--- src/rtl/cpu_pkg.sv ---
// Shared CPU definitions: fetch FSM states, instruction memory window, reset PC.
package cpu_pkg;

    // Fetch FSM states; the encoding is also what fetch_ctrl puts on dbg_state.
    typedef enum logic [1:0] {
        S_REQ   = 2'd0,  // request outstanding
        S_HOLD  = 2'd1,  // instruction buffered while decode stalls
        S_FLUSH = 2'd2   // request outstanding, its response will be dropped
    } fetch_state_e;

    localparam logic [31:0] RESET_PC   = 32'h0000_3000;
    localparam logic [31:0] IMEM_BASE  = 32'h0000_3000;
    localparam logic [31:0] IMEM_LIMIT = 32'h0000_6FFC;
    localparam logic [31:0] NOP        = 32'h0000_0000;

endpackage

--- src/rtl/fetch_addr_chk.sv ---
// Word-aligned address window check. Purely combinational so the same block
// can serve the data-side load/store address check.
module fetch_addr_chk #(
    parameter logic [31:0] BASE  = cpu_pkg::IMEM_BASE,
    parameter logic [31:0] LIMIT = cpu_pkg::IMEM_LIMIT
) (
    input  logic [31:0] i_addr,
    output logic        o_err
);

    logic w_misaligned;
    logic w_out_of_range;

    // Flag any address that is not word aligned or falls outside [BASE, LIMIT].
    always_comb begin
        w_misaligned   = (i_addr[1:0] != 2'b00);
        w_out_of_range = (i_addr < BASE) || (i_addr > LIMIT);
        o_err          = w_misaligned || w_out_of_range;
    end

endmodule

--- src/rtl/fetch_ctrl.sv ---
// Instruction fetch controller: drives the instruction memory request, holds
// the fetched word while decode stalls, and drops the in-flight response when
// a redirect arrives before memory has answered.
//
// Handshake: imem_req/imem_addr stay stable while a fetch is outstanding; a
// fetch completes in the cycle imem_ready=1 (imem_rdata valid only then), or
// immediately when the address is illegal (no request is issued for it).
// f_valid marks f_instr/f_pc/f_adel for the F/D register in the same cycle.
module fetch_ctrl #(
    parameter logic [31:0] RESET_PC   = cpu_pkg::RESET_PC,
    parameter logic [31:0] IMEM_BASE  = cpu_pkg::IMEM_BASE,
    parameter logic [31:0] IMEM_LIMIT = cpu_pkg::IMEM_LIMIT
) (
    input  logic        clk,
    input  logic        reset,
    input  logic [31:0] npc,
    input  logic        stall,
    input  logic        redirect,
    input  logic [31:0] redirect_pc,
    input  logic        imem_ready,
    input  logic [31:0] imem_rdata,
    output logic        imem_req,
    output logic [31:0] imem_addr,
    output logic [31:0] f_pc,
    output logic [31:0] f_instr,
    output logic        f_valid,
    output logic        f_adel,
    output logic [1:0]  dbg_state
);

    import cpu_pkg::*;

    fetch_state_e r_state;
    logic [31:0]  r_pc;
    logic [31:0]  r_pend_pc;
    logic [31:0]  r_hold_instr;
    logic         r_hold_adel;

    logic         w_pc_err;
    logic         w_resp;
    logic [31:0]  w_fetch_instr;

    fetch_addr_chk #(
        .BASE  (IMEM_BASE),
        .LIMIT (IMEM_LIMIT)
    ) u_addr_chk (
        .i_addr (r_pc),
        .o_err  (w_pc_err)
    );

    // An illegal address completes at once with a NOP instead of waiting on memory.
    always_comb begin
        w_resp        = imem_ready || w_pc_err;
        w_fetch_instr = w_pc_err ? NOP : imem_rdata;
    end

    // Output decode; redirect suppresses f_valid in every state.
    always_comb begin
        imem_req = 1'b0;
        f_valid  = 1'b0;
        f_instr  = NOP;
        f_adel   = w_pc_err;
        case (r_state)
            S_REQ: begin
                imem_req = !w_pc_err;
                f_valid  = w_resp && !redirect;
                f_instr  = w_fetch_instr;
            end
            S_HOLD: begin
                f_valid  = !redirect;
                f_instr  = r_hold_instr;
                f_adel   = r_hold_adel;
            end
            S_FLUSH: begin
                imem_req = !w_pc_err;
            end
            default: begin
                imem_req = 1'b0;
            end
        endcase
    end

    assign imem_addr = r_pc;
    assign f_pc      = r_pc;
    assign dbg_state = r_state;

    // FSM and PC update; redirect outranks stall and npc in every state.
    always_ff @(posedge clk or posedge reset) begin
        if (reset) begin
            r_state      <= S_REQ;
            r_pc         <= RESET_PC;
            r_pend_pc    <= 32'h0;
            r_hold_instr <= 32'h0;
            r_hold_adel  <= 1'b0;
        end else begin
            case (r_state)
                S_REQ: begin
                    if (redirect) begin
                        if (w_resp) begin
                            r_pc <= redirect_pc;
                        end else begin
                            // Memory still owes us a word for r_pc; keep the
                            // address stable and park the target until it lands.
                            r_pend_pc <= redirect_pc;
                            r_state   <= S_FLUSH;
                        end
                    end else if (w_resp) begin
                        if (stall) begin
                            r_hold_instr <= w_fetch_instr;
                            r_hold_adel  <= w_pc_err;
                            r_state      <= S_HOLD;
                        end else begin
                            r_pc <= npc;
                        end
                    end
                end
                S_HOLD: begin
                    if (redirect) begin
                        r_pc    <= redirect_pc;
                        r_state <= S_REQ;
                    end else if (!stall) begin
                        r_pc    <= npc;
                        r_state <= S_REQ;
                    end
                end
                S_FLUSH: begin
                    if (imem_ready) begin
                        r_pc    <= redirect ? redirect_pc : r_pend_pc;
                        r_state <= S_REQ;
                    end else if (redirect) begin
                        r_pend_pc <= redirect_pc;
                    end
                end
                default: begin
                    r_state <= S_REQ;
                end
            endcase
        end
    end

endmodule

--- config.mk ---
export PLATFORM = sky130hd
export DESIGN_NAME = fetch_ctrl
export DESIGN_NICKNAME = d
export VERILOG_FILES = /design/src/rtl/cpu_pkg.sv /design/src/rtl/fetch_addr_chk.sv /design/src/rtl/fetch_ctrl.sv
export SDC_FILE = /design/constraint.sdc
export NUM_CORES = 1
export LEC_CHECK = 0
export ABC_CLOCK_PERIOD_IN_PS = 4150
export CELL_PAD_IN_SITES_DETAIL_PLACEMENT = 1
export CELL_PAD_IN_SITES_GLOBAL_PLACEMENT = 2
export CORE_UTILIZATION = 26
export DETAILED_ROUTE_END_ITERATION = 10
export GPL_TIMING_DRIVEN = 0
export PLACE_DENSITY = 0.9
export SYNTH_ARGS = -nofsm -noshare
export SYNTH_HDL_FRONTEND = slang
export SYNTH_SLANG_ARGS = --single-unit
--- constraint.sdc ---
create_clock -name clk -period 4.15 [get_ports clk]
set_input_delay 0.83 -clock clk [delete_from_list [all_inputs] [get_ports clk]]
set_output_delay 0.83 -clock clk [all_outputs]
set_load 0.02 [all_outputs]
**Word-level counts from Yosys, hierarchy flattened**

Index checks and enable logic that the tools add are counted.
Widths: inputs -> output; s select.

- Reduce and logical (&&, ||, !) cells: 15
- Bitwise operators: 1
- Mux-type cells: 25
- Equality and inequality tests: 11
- $lt $le $gt $ge: 2

Operators with widths:

| operator | count |
|---|---|
| $mux 32 | 11 |
| $pmux 32 s2 | 2 |
| $pmux 32 s3 | 1 |
| $gt 32x15->1 const B | 1 |
| $lt 32x14->1 const B | 1 |
| $mux 2 | 7 |
| $ne 3x3->1 const B | 4 |
| $ne 2x2->1 const B | 5 |
| $reduce_and 4->1 | 2 |
| $pmux 2 s3 | 1 |
| $reduce_and 5->1 | 1 |
| $reduce_bool 2->1 | 2 |
| $logic_or 1x1->1 | 3 |
| $reduce_and 3->1 | 1 |
| $reduce_bool 3->1 | 1 |
| $eq 2x1->1 const B | 1 |
| $eq 2x2->1 const B | 1 |
| $logic_not 1->1 | 2 |
| $logic_not 2->1 | 1 |
| $mux 1 | 2 |
| $pmux 1 s2 | 1 |
| $reduce_or 2->1 | 1 |
| $logic_and 1x1->1 | 1 |
| $not 1->1 | 1 |

- Word-level logic and storage cells: 59
- Register bits after elaboration: 99
- Output and inout bits: 101
- Input bits: 101

**Depth between registers and ports, before layout**

- Word-level depth: 7
- Depth in mapped cells: 7
- Depth with buffers taken out: 5

**By module**

From an unflattened synthesis, not the netlist that was laid out.

- Cell total of the unflattened synthesis: 554
- Area, all modules: 5,855.6 sq um

Modules (own cells, without submodules):

| module | area each (sq um) | cells an instance | sequential area each (sq um) | times used |
|---|---|---|---|---|
| fetch_ctrl | 5,800.6 | 545 | 2,479.9 | 1 |
| fetch_addr_chk | 55.1 | 9 | 0.0 | 1 |

**Worst setup path after synthesis**

No wires, ideal clock.

- Kind: register to output
- Start point: reg r_pc[0], in the netlist f_pc[0]
- End point: out f_instr[0]
- Required time: 3,320 ps
- Path slack: 1,293 ps
- Path buffers: 1
- Arrival: 2,027 ps
- Cell stages (with the launch flop): 7
- Cells stage by stage: dfrtp_1 nor4_1 o211ai_1 nor3_4 clkbuf_1 nand3_1 a21oi_1

- Cells in the longest elaborated chain, start to end: 5
- Elaborated cells between the ends (all ways): 7
- Those cells by class: order compare (2); mux (2); reduce/logical (3)

RTL lines:

| what | RTL line | text |
|---|---|---|
| start, declared | fetch_ctrl.sv:34 | `logic [31:0] r_pc;` |
| start signal, assigned | fetch_ctrl.sv:100 | `r_pc <= redirect_pc;` |
| start signal, assigned | fetch_ctrl.sv:113 | `r_pc <= npc;` |
| start signal, assigned | fetch_ctrl.sv:119 | `r_pc <= redirect_pc;` |
| $lt 32x14->1 or $gt 32x15->1 (tied branches) | fetch_addr_chk.sv:17 | `w_out_of_range = (i_addr < BASE) \|\| (i_addr > LIMIT);` |
| $logic_or 1x1->1 | fetch_addr_chk.sv:17 |  |
| $logic_or 1x1->1 * | fetch_addr_chk.sv:18 | `o_err = w_misaligned \|\| w_out_of_range;` |
| $mux 32 * | fetch_ctrl.sv:54 | `w_fetch_instr = w_pc_err ? NOP : imem_rdata;` |
| $pmux 32 s2 * | fetch_ctrl.sv:63 | `case (r_state)` |
| end, declared | fetch_ctrl.sv:25 | `output logic [31:0] f_instr,` |

Mark *: on every way between the ends. The rest lies on a longest branch, timed or not.

**Worst setup path in the final report**

- Start point: reg r_pc[16], in the netlist f_pc[16]
- End point: out f_instr[23]

- Cells in the longest elaborated chain, start to end: 5
- Elaborated cells between the ends (all ways): 6
- Those cells by class: order compare (2); mux (2); reduce/logical (2)

RTL lines:

| what | RTL line |
|---|---|
| $lt 32x14->1 or $gt 32x15->1 (tied branches) | fetch_addr_chk.sv:17 |
| $logic_or 1x1->1 * | fetch_addr_chk.sv:17 |
| $logic_or 1x1->1 * | fetch_addr_chk.sv:18 |
| $mux 32 * | fetch_ctrl.sv:54 |
| $pmux 32 s2 * | fetch_ctrl.sv:63 |

Marked as above.

==> results.ini <==
[route]
vias_per_cell=4.726
dr.pass1.iters=4
dr.first_iter.drc_count=153
route.detailed.drc=0
detail-route-antenna-nets=0
vias=4622
routed_wl_um=17590
wl_per_cell_um=17.98

[clock_network]
cts_root_buf=clkbuf_16
clk_latency_ps=350
postCtsHoldBufs=0
tritoncts=done
cts_buffers=9
cts_buffer_depth=2
htreeDepth=3
cts_sinks=99
path_clk_slew_ps=80

[finish]
final_nets=809
num_antenna_cells=0
fillers=2175
fin_area_um2=7845
regArea_um2=2480
post-route-util=0.4031
final_cell_mix=clkdlybuf4s50_1, dfrtp_1, nand2_1
multiInputGateArea_um2=2251
post_route_cells_drive_above_1_share=0.1501
stdcell_count=978
final_common_cell=clkdlybuf4s50_1
syn_to_final_growth_pct=51.71

[critical_path]
startpoint_type=register
path_cells=nor4_1, o211ai_1, nor3_4, buf_12, clkbuf_2, nand3_1, a21oi_1, clkdlybuf4s50_1
worstPathMaxFanout=10
cp_slowest_cell=clkdlybuf4s50_1
critical_path_class=reg2out
reg2reg_to=r_hold_instr[0]$_DFFE_PP0P_
r2r_cells=7
crit_family=buffers and inverters
end_kind=output port
cp_slowest_stage_delay_ps=650
critPathRequiredTime_ps=3320
worstPathArrival_ps=3060
ff2ff_setup_slack_ps=1750
r2r_start=f_pc[16]$_DFFE_PP0P_
path_buf_inv=3

[sta]
worst_pin_slew_ps=682.5
finalWorstPathRequiredPeriod_ps=3888
finalHoldViolCount=0
max_freq_mhz=257.2
finalSetupViolCount=0
period_share=0.9369
tns_ps=0
skew_ps=8.268
grt_setup_unrepaired=no
report.final.slew_viol_count=0
relSlewSlack=0.5450

[yosys]
netlist_instances=494
synth-simple-area-share=0.1050
synth.ff_latch_count=99
yosysWarnings=0
synth_compound_area_frac=0.1333
synth-xor-area-share=0
ys_types=33
yosysSeqAreaShare=0.4796
synth_top_family_by_area=multiplexers
synth_adder_area_share=0
syn-num-nets=595
synth.cell_area_um2=5171
avgSynthCellArea_um2=10.47
synth.area.mux_share=0.1970

[floorplan]
start_util=0.2657
die_w_um=143.0
row_count=51
core_um2=19460
fp.dieH_um=143.0
fp.dieArea_um2=20460
ios=202

[placed_design]
numPortBuffers=201
dp_hpwl_um=12980
gp_congestion=0.7616
dp_cells=961
dpl_cell_area_um2=7545

[global_routing]
grt_pass1_wl_um=27930
track_usage=0.1805
grt_max_degree=57
antenna_found_initial=1
grt_pass1_vias=4973
grt_overflow=0

[pwr]
power.total_mw=2.393
p_per_area_nw_per_um2=305.0
power_leakage_nw=3.566
ir_worst_vdd_v=0.0001682

[flow_run]
maxCapViolCount=0

[worst_hold_path]
hold_end=r_pend_pc[11]$_DFFE_PP0P_
min_path_cells=1
hold_path_class=reg2reg
hp-start=r_pend_pc[11]$_DFFE_PP0P_

[run_status]
status=completed

## timing repair
item,4_1_cts,5_1_grt
cloned,0,0
endpoints found under the setup margin,30,20
hold endpoints to repair,0,0
buffers inserted,0,1
pin swaps,1,1
resized for setup,3,0
## through the flow
step / hold slack [ps] / setup slack [ps]
after floorplan: 457.4 / 732.9
after global placement: 465.9 / -1134
after detailed placement: 474.8 / 222.1
after CTS: 492.1 / 14.02
after global routing: 503.4 / 25.98
final: 487.7 / 261.7
## state kept, by name, summed over array words and instances, names as in the netlist
register,count
f_pc,32
r_pend_pc,32
r_hold_adel,1
r_hold_instr,32
dbg_state,2
## how the worst max path moves through the flow
stage                                     from                        end  slack (ps)  depth (start not counted)
after floorplan                          reset   dbg_state[0]$_DFFE_PP0P_         730                          1
after global placement                   reset  r_pend_pc[24]$_DFFE_PP0P_       -1130                          2
after detailed placement  f_pc[16]$_DFFE_PP0P_                f_instr[31]         220                          7
after CTS                 f_pc[16]$_DFFE_PP0P_                f_instr[29]          10                          7
after global routing      f_pc[16]$_DFFE_PP0P_                f_instr[23]          30                          8
final                     f_pc[16]$_DFFE_PP0P_                f_instr[23]         260                          8
## synth_stat cells, drive strengths merged
| master | number | share of area |
|---|---|---|
| a21boi | 1 | 0.0015 |
| a21oi | 36 | 0.035 |
| a22o | 33 | 0.056 |
| and3b | 1 | 0.0017 |
| buf | 51 | 0.069 |
| clkbuf | 19 | 0.014 |
| clkinv | 1 | 0.00073 |
| dfrtp | 97 | 0.47 |
| dfstp | 2 | 0.010 |
| inv | 2 | 0.0015 |
| mux2 | 62 | 0.14 |
| mux2i | 32 | 0.062 |
| nand2 | 67 | 0.049 |
| nand2b | 1 | 0.0012 |
| nand3 | 31 | 0.030 |
| nand3b | 1 | 0.0015 |
| nor2 | 6 | 0.0048 |
| nor3 | 5 | 0.0070 |
| nor4 | 5 | 0.0060 |
| o2111a | 1 | 0.0024 |
| o211ai | 1 | 0.0015 |
| o21ai | 33 | 0.033 |
| o31a | 1 | 0.0017 |
| o31ai | 2 | 0.0029 |
| or3 | 2 | 0.0024 |
| or3b | 1 | 0.0017 |
## per-layer routing
metal / global-route usage / vias to the layer above / wire length [um]
li1: - / 2148 / -
met1: 0.2395 / 2335 / 7932
met2: 0.2950 / 119 / 8489
met3: 0.02716 / 18 / 820
met4: 0.06904 / 2 / 335
met5: 0 / - / 11
## layout make-up
class,instances,share of cell area
plain buffers,70,0.05518
clock buffers,9,0.02871
clock inverters,7,0.006539
inverters,3,0.001754
multi-input cells,322,0.2869
flip-flops and latches,99,0.3161
well taps,265,0.04226
repair buffers,203,0.2625
## cells by family (layout without fill, tap and decap cells)
group | count (synthesis) | after routing
AND/OR/NAND/NOR | 120 | 120
AO/OA/AOI/OAI | 108 | 108
flip-flops | 99 | 99
multiplexers | 94 | 94
buffers and inverters | 73 | 292
## power by group
part	total, mW	internal, mW	switching (mW)	leakage [nW]
clock network	0.815	0.411	0.405	0.132
registers	1.04	1.00	0.0407	1.31
logic	0.535	0.294	0.240	2.12
(Power assumes the default switching activity.)
